==> config.mk <==
export PLATFORM = sky130hd
export DESIGN_NAME = uart_rx
export DESIGN_NICKNAME = d
export VERILOG_FILES = /design/src/rtl/uart_rx.sv
export SDC_FILE = /design/constraint.sdc
export NUM_CORES = 1
export LEC_CHECK = 0
export ABC_CLOCK_PERIOD_IN_PS = 2000
export CELL_PAD_IN_SITES_DETAIL_PLACEMENT = 1
export CELL_PAD_IN_SITES_GLOBAL_PLACEMENT = 2
export CORE_UTILIZATION = 37
export CTS_CLUSTER_SIZE = 24
export DETAILED_ROUTE_END_ITERATION = 8
export PLACE_DENSITY_LB_ADDON = 0.1
export SLEW_MARGIN = 20
export SYNTH_ARGS = -nofsm -noshare
export SYNTH_HDL_FRONTEND = slang
export SYNTH_SLANG_ARGS = --single-unit
==> constraint.sdc <==
create_clock -name clk -period 2 [get_ports clk]
set_input_delay 0.4 -clock clk [delete_from_list [all_inputs] [get_ports clk]]
set_output_delay 0.4 -clock clk [all_outputs]
set_load 0.02 [all_outputs]
==> src/rtl/uart_rx.sv <==
// UART receiver: oversampled start/data/stop framing with mid-bit sampling,
// a one-entry holding register with valid/read handshake, and sticky error flags.
module uart_rx #(
  parameter int DBIT_WIDTH = 8,
  parameter int OVERSAMPLE = 16,
  parameter int SB_TICK    = 16
) (
  input  logic                  clk,
  input  logic                  rst,
  input  logic                  rx,
  input  logic                  s_tick,
  input  logic                  rd_en,
  input  logic                  err_clr,
  output logic [DBIT_WIDTH-1:0] data_out,
  output logic                  rx_valid,
  output logic                  rx_done_tick,
  output logic                  frame_err,
  output logic                  overrun_err
);

  localparam int CNT_MAX = (OVERSAMPLE > SB_TICK) ? OVERSAMPLE : SB_TICK;
  localparam int SW      = $clog2(CNT_MAX);
  localparam int BW      = $clog2(DBIT_WIDTH) + 1;

  localparam logic [SW-1:0] START_LAST = SW'(OVERSAMPLE / 2 - 1);
  localparam logic [SW-1:0] DATA_LAST  = SW'(OVERSAMPLE - 1);
  localparam logic [SW-1:0] STOP_LAST  = SW'(SB_TICK - 1);
  localparam logic [BW-1:0] BIT_LAST   = BW'(DBIT_WIDTH - 1);

  typedef enum logic [1:0] {IDLE, START, DATA, STOP} state_t;

  state_t                state, state_next;
  logic [SW-1:0]         s_cnt, s_cnt_next;
  logic [BW-1:0]         bit_cnt, bit_cnt_next;
  logic [DBIT_WIDTH-1:0] shift_reg, shift_next;
  logic                  sync1, rx_sync, rx_prev;
  logic                  done;

  // Synchronizer resets to the idle-high level so reset release never looks like a start edge.
  always_ff @(posedge clk or negedge rst) begin
    if (!rst) begin
      sync1   <= 1'b1;
      rx_sync <= 1'b1;
      rx_prev <= 1'b1;
    end else begin
      sync1   <= rx;
      rx_sync <= sync1;
      rx_prev <= rx_sync;
    end
  end

  always_ff @(posedge clk or negedge rst) begin
    if (!rst) begin
      state     <= IDLE;
      s_cnt     <= '0;
      bit_cnt   <= '0;
      shift_reg <= '0;
    end else begin
      state     <= state_next;
      s_cnt     <= s_cnt_next;
      bit_cnt   <= bit_cnt_next;
      shift_reg <= shift_next;
    end
  end

  always_comb begin
    state_next   = state;
    s_cnt_next   = s_cnt;
    bit_cnt_next = bit_cnt;
    shift_next   = shift_reg;
    done         = 1'b0;
    unique case (state)
      IDLE: begin
        // Edge (not level) detection keeps a held-low break from re-triggering.
        if (rx_prev && !rx_sync) begin
          state_next = START;
          s_cnt_next = '0;
        end
      end
      START: begin
        if (s_tick) begin
          if (s_cnt == START_LAST) begin
            if (!rx_sync) begin
              state_next   = DATA;
              s_cnt_next   = '0;
              bit_cnt_next = '0;
            end else begin
              state_next = IDLE;
            end
          end else begin
            s_cnt_next = s_cnt + 1'b1;
          end
        end
      end
      DATA: begin
        if (s_tick) begin
          if (s_cnt == DATA_LAST) begin
            s_cnt_next = '0;
            shift_next = {rx_sync, shift_reg[DBIT_WIDTH-1:1]};
            if (bit_cnt == BIT_LAST) state_next = STOP;
            else bit_cnt_next = bit_cnt + 1'b1;
          end else begin
            s_cnt_next = s_cnt + 1'b1;
          end
        end
      end
      STOP: begin
        if (s_tick) begin
          if (s_cnt == STOP_LAST) begin
            state_next = IDLE;
            s_cnt_next = '0;
            done       = 1'b1;
          end else begin
            s_cnt_next = s_cnt + 1'b1;
          end
        end
      end
      default: state_next = IDLE;
    endcase
  end

  // A read on the completion clk frees the slot, so the new word is not an overrun.
  always_ff @(posedge clk or negedge rst) begin
    if (!rst) begin
      data_out     <= '0;
      rx_valid     <= 1'b0;
      rx_done_tick <= 1'b0;
      frame_err    <= 1'b0;
      overrun_err  <= 1'b0;
    end else begin
      rx_done_tick <= done;
      if (done && rx_sync) begin
        data_out <= shift_reg;
        rx_valid <= 1'b1;
      end else if (rd_en && rx_valid) begin
        rx_valid <= 1'b0;
      end
      if (done && !rx_sync) frame_err <= 1'b1;
      else if (err_clr) frame_err <= 1'b0;
      if (done && rx_sync && rx_valid && !rd_en) overrun_err <= 1'b1;
      else if (err_clr) overrun_err <= 1'b0;
    end
  end

endmodule

Yosys cells after proc, flatten, opt, wreduce, memory -nomap -nowiden
Cells that the tools add are included.
{"block": "word_totals", "register_bits": 33, "out_inout_bits": 12, "input_bits": 6, "word_cells": 81}
{"block": "op_classes", "n_reduce_logical": 18, "eq_ne": 18, "addsub": 2, "mux": 31}
{"cell": "$mux W4", "count": 11}
{"cell": "$ne A2 B2 Y1 const B", "count": 10}
{"cell": "$mux W2", "count": 9}
{"cell": "$pmux W4 S3", "count": 1}
{"cell": "$add A4 B1 Y4 const B", "count": 2}
{"cell": "$eq A4 B3 Y1 const B", "count": 2}
{"cell": "$mux W1", "count": 8}
{"cell": "$pmux W2 S4", "count": 1}
{"cell": "$pmux W4 S2", "count": 1}
{"cell": "$reduce_and A8 Y1", "count": 1}
{"cell": "$reduce_bool A2 Y1", "count": 4}
{"cell": "$reduce_and A7 Y1", "count": 1}
{"cell": "$logic_and A1 B1 Y1", "count": 6}
{"cell": "$eq A2 B2 Y1 const B", "count": 2}
{"cell": "$eq A4 B4 Y1 const B", "count": 1}
{"cell": "$reduce_and A4 Y1", "count": 1}
{"cell": "$ne A3 B3 Y1 const B", "count": 1}
{"cell": "$reduce_and A3 Y1", "count": 1}
{"cell": "$eq A2 B1 Y1 const B", "count": 1}
{"cell": "$logic_not A1 Y1", "count": 2}
{"cell": "$logic_not A2 Y1", "count": 1}
{"cell": "$ne A2 B1 Y1 const B", "count": 1}
{"cell": "$reduce_or A2 Y1", "count": 1}

Logic depth before layout (Yosys ltp)
{"block": "depth", "ltp_word": 8, "depth_mapped": 6, "mapped_depth_nobuf": 6}

Worst setup path before layout
OpenSTA, ideal clock, no wires.
{"block": "synth_timing", "path_kind": "register to register", "from": "register state[0]", "to": "register s_cnt[3]", "slack_ps": 399, "stages_incl_launch_ff": 6, "path_buffers": 1, "t_arrival_ps": 1477, "path_cell_list": "dfrtp_1 -> buf_6 -> nor2_4 -> mux2i_2 -> mux2_4 -> a211o_1"}
{"block": "synth_between", "elab_chain_len": 4, "elab_cells_between_ends": 11, "cone_classes": "7 x eq/ne; 1 x mux; 3 x reduce/logical"}
{"item": "start, declared", "line": "32", "rtl": "state_t state, state_next;"}
{"item": "start signal, assigned", "line": "59", "rtl": "state <= state_next;"}
{"item": "$eq A2 B2 Y1", "line": "72", "rtl": "unique case (state)"}
{"item": "$reduce_or A2 Y1 (no line)"}
{"item": "$ne A2 B1 Y1 (no line)"}
{"item": "$reduce_and A4 Y1 (no line)"}
{"item": "end signal, assigned", "line": "60", "rtl": "s_cnt <= s_cnt_next;"}
{"item": "end, declared", "line": "33", "rtl": "logic [SW-1:0] s_cnt, s_cnt_next;"}
Several ways; a longest one is shown, not always the timed one.
A chain may end at the register's enable or synchronous reset.

==> flow_summary.yaml <==
status:
  status: "complete, no violations"
finish:
  syn_to_final_growth_pct: 21.5
  fin_cells: 196
  drive_gt1_frac: 0.291
  antennaDiodeCount: 0
  fin_area_um2: 1860
  num-nets-final: 155
critical_path:
  setup.worst_path.start_class: "register"
  crit_path_end_kind: "register"
  critical_path.max_stage_delay_ns: 0.50
  critPathRequiredTime_ns: 2.17
  r2r_slack_ns: 0.21
  cp.arrival_ns: 1.96
  critical-path-top-delay-family: "multiplexers"
  reg2reg_to: "s_cnt[3]"
  critPathMaxFanout: 11
  crit_type: "register to register"
  ff2ff_path_depth: 4
  slowest_stage: "dfrtp_1"
  path_buf_inv: 0
  cp_cell_sequence: "nor2_4, mux2i_2, mux2_4, a211o_1"
floorplanning:
  dieArea_um2: 4390
  start_util: 0.402
  die_y_um: 66.3
  ios: 18
  die-width_um: 66.3
  placementRows: 22
  fp.coreArea_um2: 3800
placed_design:
  dp_cells: 188
  routabilityCongestion: 0.747
  dp_hpwl_um: 2160
  io_buffers: 17
  placed_cell_area_um2: 1770
clocking:
  cts_made_buffers: 5
  post_cts_buffers: 0
  clk_path_buf_depth: 2
  clk_pin_slew_ns: 0.06
  cts.sinks: 33
  root_buffer: "clkbuf_8"
  cts_tree: "yes"
  htreeDepth: 2
  worstSkewPairLatency_ns: 0.28
synth:
  netlist_area_um2: 1530
  synth_top_area_frac: 0.491
  netlist-cell-type-count: 44
  synth_top_cells_by_area: "dfrtp_1, mux2_2, dfstp_2, mux2i_1, nand2_1"
  syn_nets: 127
  synthArstFlopShare: 1.00
  synth_top_area_cell: "dfrtp_1"
  synth-seq-area-share: 0.543
  ys_warn_count: 0
  syn_avg_cell_area_um2: 12.8
  synth_enable_flop_cells: 0
  synth-main-ff-cell: "dfrtp_1"
  ys_ff_latch: 33
  synthCells: 119
power:
  internal-power_w: 0.00129
  switching_share: 0.309
  max-vdd-ir-drop_v: 0.000456
  total_power_w: 0.00187
  p_leak_nw: 0.869
  pwr-share-comb: 0.284
  powerDensity_nw_per_um2: 1010
  p_seq_frac: 0.468
  clkPwrFrac: 0.248
  p_sw_w: 0.000578
detailed_routing:
  dr.pass1.iters: 3
  via_per_inst: 5.08
  detail-route-antenna-nets: 0
  routedWlPerCell_um: 15.0
  drtIter0Drc: 41
  wl_um: 2950
  drc: 0
  vias: 995
timing:
  timing.final.hold_violations: 0
  post-route-period-util: 0.896
  holdWs_ns: 0.356
  drv_slew: 0
  fin_skew_ns: 0.00386
  fmax_mhz: 558
  rsz0062_at_grt: "no"
  fin_crit_ns: 1.79
  slew_headroom: 0.724
  worstMarginPinSlew_ns: 0.414
  setup-violations-final: 0
grt:
  grtUsageMet2: 0.253
  grt_util_met3: 0.0534
  grt_max_degree: 34
  grt_antenna_before_repair: 0
  grt_busiest_layer: "met2"
  overflow: 0
  gr-usage-all-layers: 0.161
  first_global_vias: 1064
  met1_usage: 0.195
  grt_pass1_wl_um: 5050
worst_hold_path:
  whs_path_depth: 0
  worstHoldStart: "sync1"
  min_path_type: "register to register"
  min_to: "rx_sync"
flow_run:
  maxCapViolCount: 0
[stage by stage]
step	TNS, ns	utilization	setup WS (ns)
global placement	0	0.467	0.0176
finish	0	0.488	0.208
CTS	0	0.488	0.153
global route	0	0.488	0.0821
floorplan	0	-	0.399
detailed placement	-0.0331	0.467	-0.0331
[area by class of cell]
class	instances	area, um^2
clock buffer	8	80.1
tap	48	60.1
inverter	5	18.8
timing repair buffer	26	238
fill	413	1940
multi-input combinational	76	629
sequential	33	830
[per-layer routing]
metal | vias to the layer above | wire, um
li1 | 478 | -
met1 | 497 | 1370
met2 | 18 | 1390
met3 | 2 | 160
met4 | 0 | 23
met5 | - | 0
[cells in the mapped netlist, types with 2 or more instances]
master and instances:
nor2_1 4, dfstp_2 3, mux2_2 15, mux2_4 2, o22ai_1 2, nor2b_1 2, nand3_1 6, nand2_1 9
mux2_1 2, inv_1 4, nand3b_1 2, mux2i_1 4, ha_1 2, dfrtp_1 30, buf_6 3
[power groups by stage]
stage | clock, W | combinational (W) | sequential (W)
after floorplan | 0 | 0.000448 | 0.000842
after global placement | 0 | 0.000513 | 0.000882
after detailed placement | 0 | 0.000534 | 0.000887
after CTS | 0.000486 | 0.000536 | 0.000877
after global routing | 0.000510 | 0.000592 | 0.000892
final | 0.000464 | 0.000531 | 0.000874
[worst max-delay path by stage]
| stage | from | endpoint | slack [ns] | cells past startpoint |
|---|---|---|---|---|
| 2_1_floorplan | state[0] | s_cnt[3] | 0.40 | 5 |
| 5_1_grt | s_cnt[0] | s_cnt[0] | 0.08 | 5 |
| 3_3_place_gp | s_tick | data_out[6] | 0.02 | 6 |
| 6_report | register | s_cnt[3] | 0.21 | 4 |
| 3_5_place_dp | s_tick | data_out[6] | -0.03 | 6 |
| 4_1_cts | s_cnt[0] | s_cnt[0] | 0.15 | 5 |
[cells in the final DEF (no fill, tap or decap), types with 2 or more instances in the layout]
cell and count:
dfrtp_1 30, clkdlybuf4s50_1 17, mux2_2 15, nand2_1 9, buf_4 9, nand3_1 6
clkbuf_8 5, nor2_1 4, mux2i_1 4, inv_1 4, clkbuf_1 3, dfstp_2 3
nor2b_1 2, mux2_1 2, nand3b_1 2, mux2_4 2, o22ai_1 2, ha_1 2
[cell families after synthesis]
| group | after synthesis | synth area share |
|---|---|---|
| and+or+nand+nor | 38 | 0.149 |
| DFF | 33 | 0.543 |
| muxes | 24 | 0.180 |
| AOI/OAI and AO/OA | 12 | 0.0655 |
| buffers and inverters | 10 | 0.0459 |
| adders and majority gates | 2 | 0.0164 |
[timing repair]
item                       in CTS  in global routing
setup endpoints to repair       0                  1
hold buffers                    0                  0
resized for setup               0                  1
No activity file was read; power rests on OpenSTA's default activity.
